**src/rtl/rf_wb_sched.sv**
```systemverilog
// rf_wb_sched: writeback scheduler for the single register-file write port.
// Arbitrates the port between the in-order EX writeback and a long-latency
// (ll) unit, tracks outstanding ll destinations in a busy scoreboard and
// raises a decode stall on RAW/WAW hazards against those destinations.
// An ll result that loses arbitration MAX_WAIT cycles in a row forces a
// one-cycle STARVE slot in which the pipeline is held and ll owns the port.
//
// Optional feature macro: RF_WB_BYPASS_EN
//   When defined, a destination whose ll result is written this cycle no
//   longer counts as a hazard (the regfile forwards same-cycle writes).
//   When undefined, the stall persists until the busy bit clears.
//
// Handshake contract:
//   ll issue : an op is accepted on a cycle with ll_issue_valid & ll_issue_ready.
//   ll result: ll_wb_valid holds rd/data stable until the cycle with
//              ll_wb_valid & ll_wb_ready; that cycle completes the transfer.
//   ex result: no backpressure; when ex_hold is high the pipeline re-presents
//              the same writeback next cycle.
// Debug outputs expose FSM state, the busy vector and the wait counter.
module rf_wb_sched #(
   parameter int XLEN     = 32,
   parameter int MAX_WAIT = 4,
   parameter int WAIT_W   = 3
) (
   input  logic              clk,
   input  logic              rst,
   // decode hazard check
   input  logic              dec_valid,
   input  logic [4:0]        dec_rs1_addr,
   input  logic [4:0]        dec_rs2_addr,
   input  logic [4:0]        dec_rd_addr,
   output logic              hazard_stall,
   // ll issue
   input  logic              ll_issue_valid,
   input  logic [4:0]        ll_issue_rd,
   output logic              ll_issue_ready,
   // ll result
   input  logic              ll_wb_valid,
   input  logic [4:0]        ll_wb_rd,
   input  logic [XLEN-1:0]   ll_wb_data,
   output logic              ll_wb_ready,
   // pipeline writeback
   input  logic              ex_wb_valid,
   input  logic [4:0]        ex_wb_rd,
   input  logic [XLEN-1:0]   ex_wb_data,
   output logic              ex_hold,
   // regfile write port
   output logic              wr_en,
   output logic [4:0]        rd_addr_o,
   output logic [XLEN-1:0]   rd_data_o,
   // debug visibility
   output logic              o_dbg_state,
   output logic [31:0]       o_dbg_busy,
   output logic [WAIT_W-1:0] o_dbg_wait_cnt
);

   typedef enum logic {
      S_NORMAL = 1'b0,
      S_STARVE = 1'b1
   } state_t;

   localparam logic [WAIT_W-1:0] WAIT_LAST = WAIT_W'(MAX_WAIT - 1);

   state_t            r_state;
   state_t            w_state_nxt;
   logic [31:0]       r_busy;
   logic [31:0]       w_busy_nxt;
   logic [WAIT_W-1:0] r_wait_cnt;
   logic [WAIT_W-1:0] w_wait_nxt;
   logic              r_ex_hold;
   logic              w_ex_hold_nxt;

   logic              w_ex_grant;
   logic              w_ll_ready;
   logic              w_ll_fire;
   logic              w_issue_ready;
   logic              w_issue_fire;
   logic [31:0]       w_set_mask;
   logic [31:0]       w_clr_mask;
   logic              w_hit_rs1;
   logic              w_hit_rs2;
   logic              w_hit_rd;
   logic              w_byp_rs1;
   logic              w_byp_rs2;
   logic              w_byp_rd;
   logic              w_wr_en;
   logic [4:0]        w_wr_addr;
   logic [XLEN-1:0]   w_wr_data;

   // FSM state, pipeline hold and wait counter registers
   always_ff @(posedge clk or posedge rst) begin
      if (rst) begin
         r_state    <= S_NORMAL;
         r_ex_hold  <= 1'b0;
         r_wait_cnt <= '0;
      end else begin
         r_state    <= w_state_nxt;
         r_ex_hold  <= w_ex_hold_nxt;
         r_wait_cnt <= w_wait_nxt;
      end
   end

   // Arbitration, next-state and wait-counter update
   always_comb begin
      w_state_nxt   = r_state;
      w_ex_hold_nxt = r_ex_hold;
      w_wait_nxt    = r_wait_cnt;
      w_ex_grant    = 1'b0;
      w_ll_ready    = 1'b0;
      case (r_state)
         S_NORMAL: begin
            // EX wins whenever it actually writes; a write to x0 yields to ll
            w_ex_grant = ex_wb_valid & (ex_wb_rd != 5'd0);
            w_ll_ready = ~w_ex_grant;
            if (ll_wb_valid && !w_ll_ready) begin
               if (r_wait_cnt == WAIT_LAST) begin
                  w_state_nxt   = S_STARVE;
                  w_ex_hold_nxt = 1'b1;
               end else begin
                  w_wait_nxt = r_wait_cnt + WAIT_W'(1);
               end
            end else if (ll_wb_valid && w_ll_ready) begin
               w_wait_nxt = '0;
            end
         end
         S_STARVE: begin
            // ll owns the port for exactly one cycle; EX is frozen and ignored
            w_ll_ready    = 1'b1;
            w_state_nxt   = S_NORMAL;
            w_ex_hold_nxt = 1'b0;
            w_wait_nxt    = '0;
         end
         default: begin
            w_state_nxt   = S_NORMAL;
            w_ex_hold_nxt = 1'b0;
            w_wait_nxt    = '0;
         end
      endcase
   end

   // Busy scoreboard register; x0 is never tracked
   always_ff @(posedge clk or posedge rst) begin
      if (rst) begin
         r_busy <= '0;
      end else begin
         r_busy <= w_busy_nxt;
      end
   end

   // Scoreboard set/clear masks; issue readiness uses the pre-clear vector
   always_comb begin
      w_ll_fire     = ll_wb_valid & w_ll_ready;
      w_issue_ready = ~r_busy[ll_issue_rd];
      w_issue_fire  = ll_issue_valid & w_issue_ready;
      w_set_mask    = '0;
      w_clr_mask    = '0;
      if (w_issue_fire && (ll_issue_rd != 5'd0)) begin
         w_set_mask[ll_issue_rd] = 1'b1;
      end
      if (w_ll_fire) begin
         w_clr_mask[ll_wb_rd] = 1'b1;
      end
      // a fresh issue takes precedence over a completion to the same register
      w_busy_nxt    = (r_busy & ~w_clr_mask) | w_set_mask;
      w_busy_nxt[0] = 1'b0;
   end

   // Decode hazard detection against outstanding ll destinations
   always_comb begin
      w_byp_rs1 = 1'b0;
      w_byp_rs2 = 1'b0;
      w_byp_rd  = 1'b0;
`ifdef RF_WB_BYPASS_EN
      // the completing ll result is forwarded by the regfile this cycle
      w_byp_rs1 = w_ll_fire & (ll_wb_rd == dec_rs1_addr);
      w_byp_rs2 = w_ll_fire & (ll_wb_rd == dec_rs2_addr);
      w_byp_rd  = w_ll_fire & (ll_wb_rd == dec_rd_addr);
`endif
      w_hit_rs1 = (dec_rs1_addr != 5'd0) & r_busy[dec_rs1_addr] & ~w_byp_rs1;
      w_hit_rs2 = (dec_rs2_addr != 5'd0) & r_busy[dec_rs2_addr] & ~w_byp_rs2;
      w_hit_rd  = (dec_rd_addr  != 5'd0) & r_busy[dec_rd_addr]  & ~w_byp_rd;
   end

   // Write-port mux: granted source drives the port, idle port reads as zero
   always_comb begin
      w_wr_en   = 1'b0;
      w_wr_addr = '0;
      w_wr_data = '0;
      if (w_ex_grant) begin
         w_wr_en   = 1'b1;
         w_wr_addr = ex_wb_rd;
         w_wr_data = ex_wb_data;
      end else if (w_ll_fire && (ll_wb_rd != 5'd0)) begin
         w_wr_en   = 1'b1;
         w_wr_addr = ll_wb_rd;
         w_wr_data = ll_wb_data;
      end
   end

   // Output gating: every combinational output reads zero while in reset
   always_comb begin
      hazard_stall   = ~rst & dec_valid & (w_hit_rs1 | w_hit_rs2 | w_hit_rd);
      ll_issue_ready = ~rst & w_issue_ready;
      ll_wb_ready    = ~rst & w_ll_ready;
      wr_en          = ~rst & w_wr_en;
      rd_addr_o      = rst ? 5'd0 : w_wr_addr;
      rd_data_o      = rst ? '0 : w_wr_data;
      ex_hold        = r_ex_hold;
      o_dbg_state    = r_state;
      o_dbg_busy     = r_busy;
      o_dbg_wait_cnt = r_wait_cnt;
   end

endmodule

```
**config.mk**
```make
export PLATFORM = sky130hd
export DESIGN_NAME = rf_wb_sched
export DESIGN_NICKNAME = d
export VERILOG_FILES = /design/src/rtl/rf_wb_sched.sv
export SDC_FILE = /design/constraint.sdc
export NUM_CORES = 1
export LEC_CHECK = 0
export BUFFER_PORTS_ARGS = -buffer_cell sky130_fd_sc_hd__buf_4
export CAP_MARGIN = 20
export CORE_ASPECT_RATIO = 0.8
export CORE_MARGIN = 2
export CORE_UTILIZATION = 38
export DETAILED_ROUTE_END_ITERATION = 8
export PLACE_DENSITY = 0.73
export SLEW_MARGIN = 20
export SYNTH_ARGS = -nofsm -noshare
export SYNTH_HDL_FRONTEND = slang
export SYNTH_SLANG_ARGS = --single-unit
export TNS_END_PERCENT = 20
```
**constraint.sdc**
```tcl
create_clock -name clk -period 2.06 [get_ports clk]
set_input_delay 0.103 -clock clk [delete_from_list [all_inputs] [get_ports clk]]
set_output_delay 0.103 -clock clk [all_outputs]
set_load 0.005 [all_outputs]
```
==> impl_metrics.ini <==
[sta]
setup_viol = 3
skew_ns = 0.00535
post-route-period-util_pct = 108
worst_slack_ns = -0.162
drv_slew = 0
hold_violations = 0
tightest_slew_ns = 0.563
relSlewSlack_pct = 62.3
rsz0062_at_grt = true
period_needed_ns = 2.22
whs_ns = 0.195
fmax_mhz = 450

[synthesis]
yosys-top-cells-area = dfrtp_1 26%, mux4_2 9.3%, a22oi_1 7.9%
yosysMostFrequentCell = nor2_1
avgSynthCellArea_um2 = 8.80
yosys.area_share.simple_pct = 17.2
synth_top_area_cell = dfrtp_1
syn_area_um2 = 3410
syn_inst = 387
ys_warn_count = 0
synth_mux_area_share_pct = 19.5
syn_nets = 489
async_reset_ff_share_pct = 100
ys.flop_type = dfrtp_1
seq_area_frac_synth_pct = 26.5
synthTopCellsByCount = 45 x nor2_1, 36 x a22oi_1, 36 x dfrtp_1, 33 x o21ai_0, 33 x o31ai_1
synth_edf_count = 0
synth_compound_area_share_pct = 29.0
ys_ff_latch = 36
yosysTopAreaCellShare_pct = 26.5
synthAdderAreaFrac_pct = 0.735
synthXorXnorAreaFrac_pct = 0
synth_top_family_by_area = compound AO/OA/AOI/OAI gates
ys_types = 51

[final_layout]
final_nets = 672
regArea_um2 = 912
finalInstanceArea_um2 = 5230
area.growth.synth_to_final_pct = 53.6
final_cells = 683
final_layout_size_suffix_gt1_share_pct = 50.3
nFillCells = 759
final_util_pct = 60.9
multi_input_area_um2 = 2380
antenna_cells = 0

[clock_tree]
cts_max_level = 2
clkSinkCount = 36
clk_pin_slew_ns = 0.07
cts_tree = done
cts_made_buffers = 5
cts_buffer_depth = 2
clk_latency_ns = 0.29
cts-root-buf = clkbuf_8

[critical_path]
path_cells = buf_4 > mux4_2 > mux2i_1 > o32ai_1 > a211oi_2 > a311oi_1 > buf_4
cpMaxStageDelayCell = mux4_2
r2r_setup_slack_ns = -0.01
worstSetupPathType = reg -> out
critical_path.startpoint_type = register
cpMostUsedCell = buf_4
critPathRequiredTime_ns = 1.96
worst_setup_path_end_kind = output pin
critPathMaxFanout = 4
cpPeakStageDelay_ns = 0.45
timing.rr.start = o_dbg_busy[18]
r2r-end = o_dbg_busy[1]
critPathArrivalTime_ns = 2.12
rr_worst_depth = 6

[global_route]
antenna_found_initial = 0
grt.total_usage_pct = 28.6
met1_usage_pct = 36.4
grt_pass1_wl_mm = 21.3
grt_max_degree = 43
grt_use_met2_pct = 50.5
grt_use_met3_pct = 3.53
busiest_layer = met2
overflow = 0
grt_pass1_vias = 4019

[place]
dp_cells = 667
place_area_um2 = 4920
place.gp.congestion = 0.885
hpwlAfterDp_mm = 10.9
portBuffers = 176

[route]
viasPerCell = 6.10
firstDrtPassIters = 5
avgRoutedWirePerCell_um = 21.1
drcViolationCount = 0
drtAntennaViolNets = 0
routed_wl_mm = 14.4
vias = 4165
initialDrtViolationCount = 382

[hold_path]
min_to = o_dbg_state
min_path_cells = 3
worstHoldStart = ll_wb_valid
holdCritPathClass = in -> reg

[floorplan]
die-area_um2 = 9740
die_x_um = 110
rows = 30
ios = 178
die_h_um = 88.7
initial_core_util_pct = 39.6
core-area_um2 = 8600

[run_status]
violations = negative setup slack
run_status = finished with violations

[pwr]
p_per_area_nw_per_um2 = 756
max-vdd-ir-drop_mv = 0.318
p_leak_nw = 2.34

[run]
cap_violations = 0
-- stage by stage --
step                      setup WS [ns]  TNS (ns)  power [mW]
after floorplan                   0.219         0        2.06
after global placement          0.00100         0        3.06
after detailed placement         0.0203         0        3.10
after CTS                        -0.174    -0.310        3.74
after global routing             -0.200    -0.677        4.17
final                            -0.162    -0.278        3.96
-- metal layers --
layer  wire, µm  part of all wire [%]
met1       5570                    39
met4        284                   2.0
met5          0                     0
met2       7340                    51
met3       1200                   8.4
-- power by group --
part           internal [mW]  switching (mW)
Combinational           1.19           0.933
Clock                  0.359           0.249
Sequential             0.927           0.297
-- layout make-up --
| cell class | count | area share, % |
|---|---|---|
| Multi-Input combinational cell | 301 | 45.6 |
| Clock inverter | 2 | 0.670 |
| Tap cell | 112 | 2.68 |
| Clock buffer | 6 | 1.39 |
| Inverter | 15 | 1.08 |
| Sequential cell | 36 | 17.4 |
| Timing Repair Buffer | 211 | 31.2 |
-- cells by family after synthesis --
kind of cell,after synthesis
buffers and inverters,50
other,1
adder cells (fa/ha/maj),2
AO/OA/AOI/OAI,143
multiplexers,41
flip-flops,36
AND/OR/NAND/NOR,114
-- worst max path at each step --
stage / slack [ns] / endpoint / startpoint
2_1_floorplan: 0.22 / o_dbg_busy[11] / o_dbg_busy[25]
3_3_place_gp: 0.001 / hazard_stall / o_dbg_busy[16]
3_5_place_dp: 0.02 / hazard_stall / o_dbg_busy[16]
4_1_cts: -0.17 / hazard_stall / o_dbg_busy[16]
5_1_grt: -0.20 / hazard_stall / o_dbg_busy[13]
6_report: -0.16 / hazard_stall / o_dbg_busy[16]
-- timing repair --
item | 4_1_cts | 5_1_grt
pin swaps | 2 | 5
gates resized for setup | 8 | 43
setup endpoints to repair | 2 | 18
buffers inserted | 1 | 6
hold buffers | 1 | 0
hold endpoints to repair | 5 | 0
-- critical path: cells and delay by family (launching register included) --
kind | cells | cell delay [ns]
buf+inv | 2 | 0.33
mux | 2 | 0.63
compound gates | 3 | 0.43
flops | 1 | 0.44
-- state kept, by name (all words and copies together), names as in the netlist --
signal          count
ex_hold             1
o_dbg_wait_cnt      3
o_dbg_state         1
o_dbg_busy         31
-- cell usage in the layout, fill, tap and decap left out, types with 11 or more instances in the layout --
cell,Yosys,final
mux2_2,11,11
o21ai_0,33,32
o31ai_1,33,20
inv_1,15,14
a22oi_1,36,35
buf_4,1,205
nand2_1,15,15
o31ai_2,0,13
mux4_2,14,18
mux2i_1,12,12
nor2_1,45,44
dfrtp_1,36,27
Power figures use the tool's default switching activity.
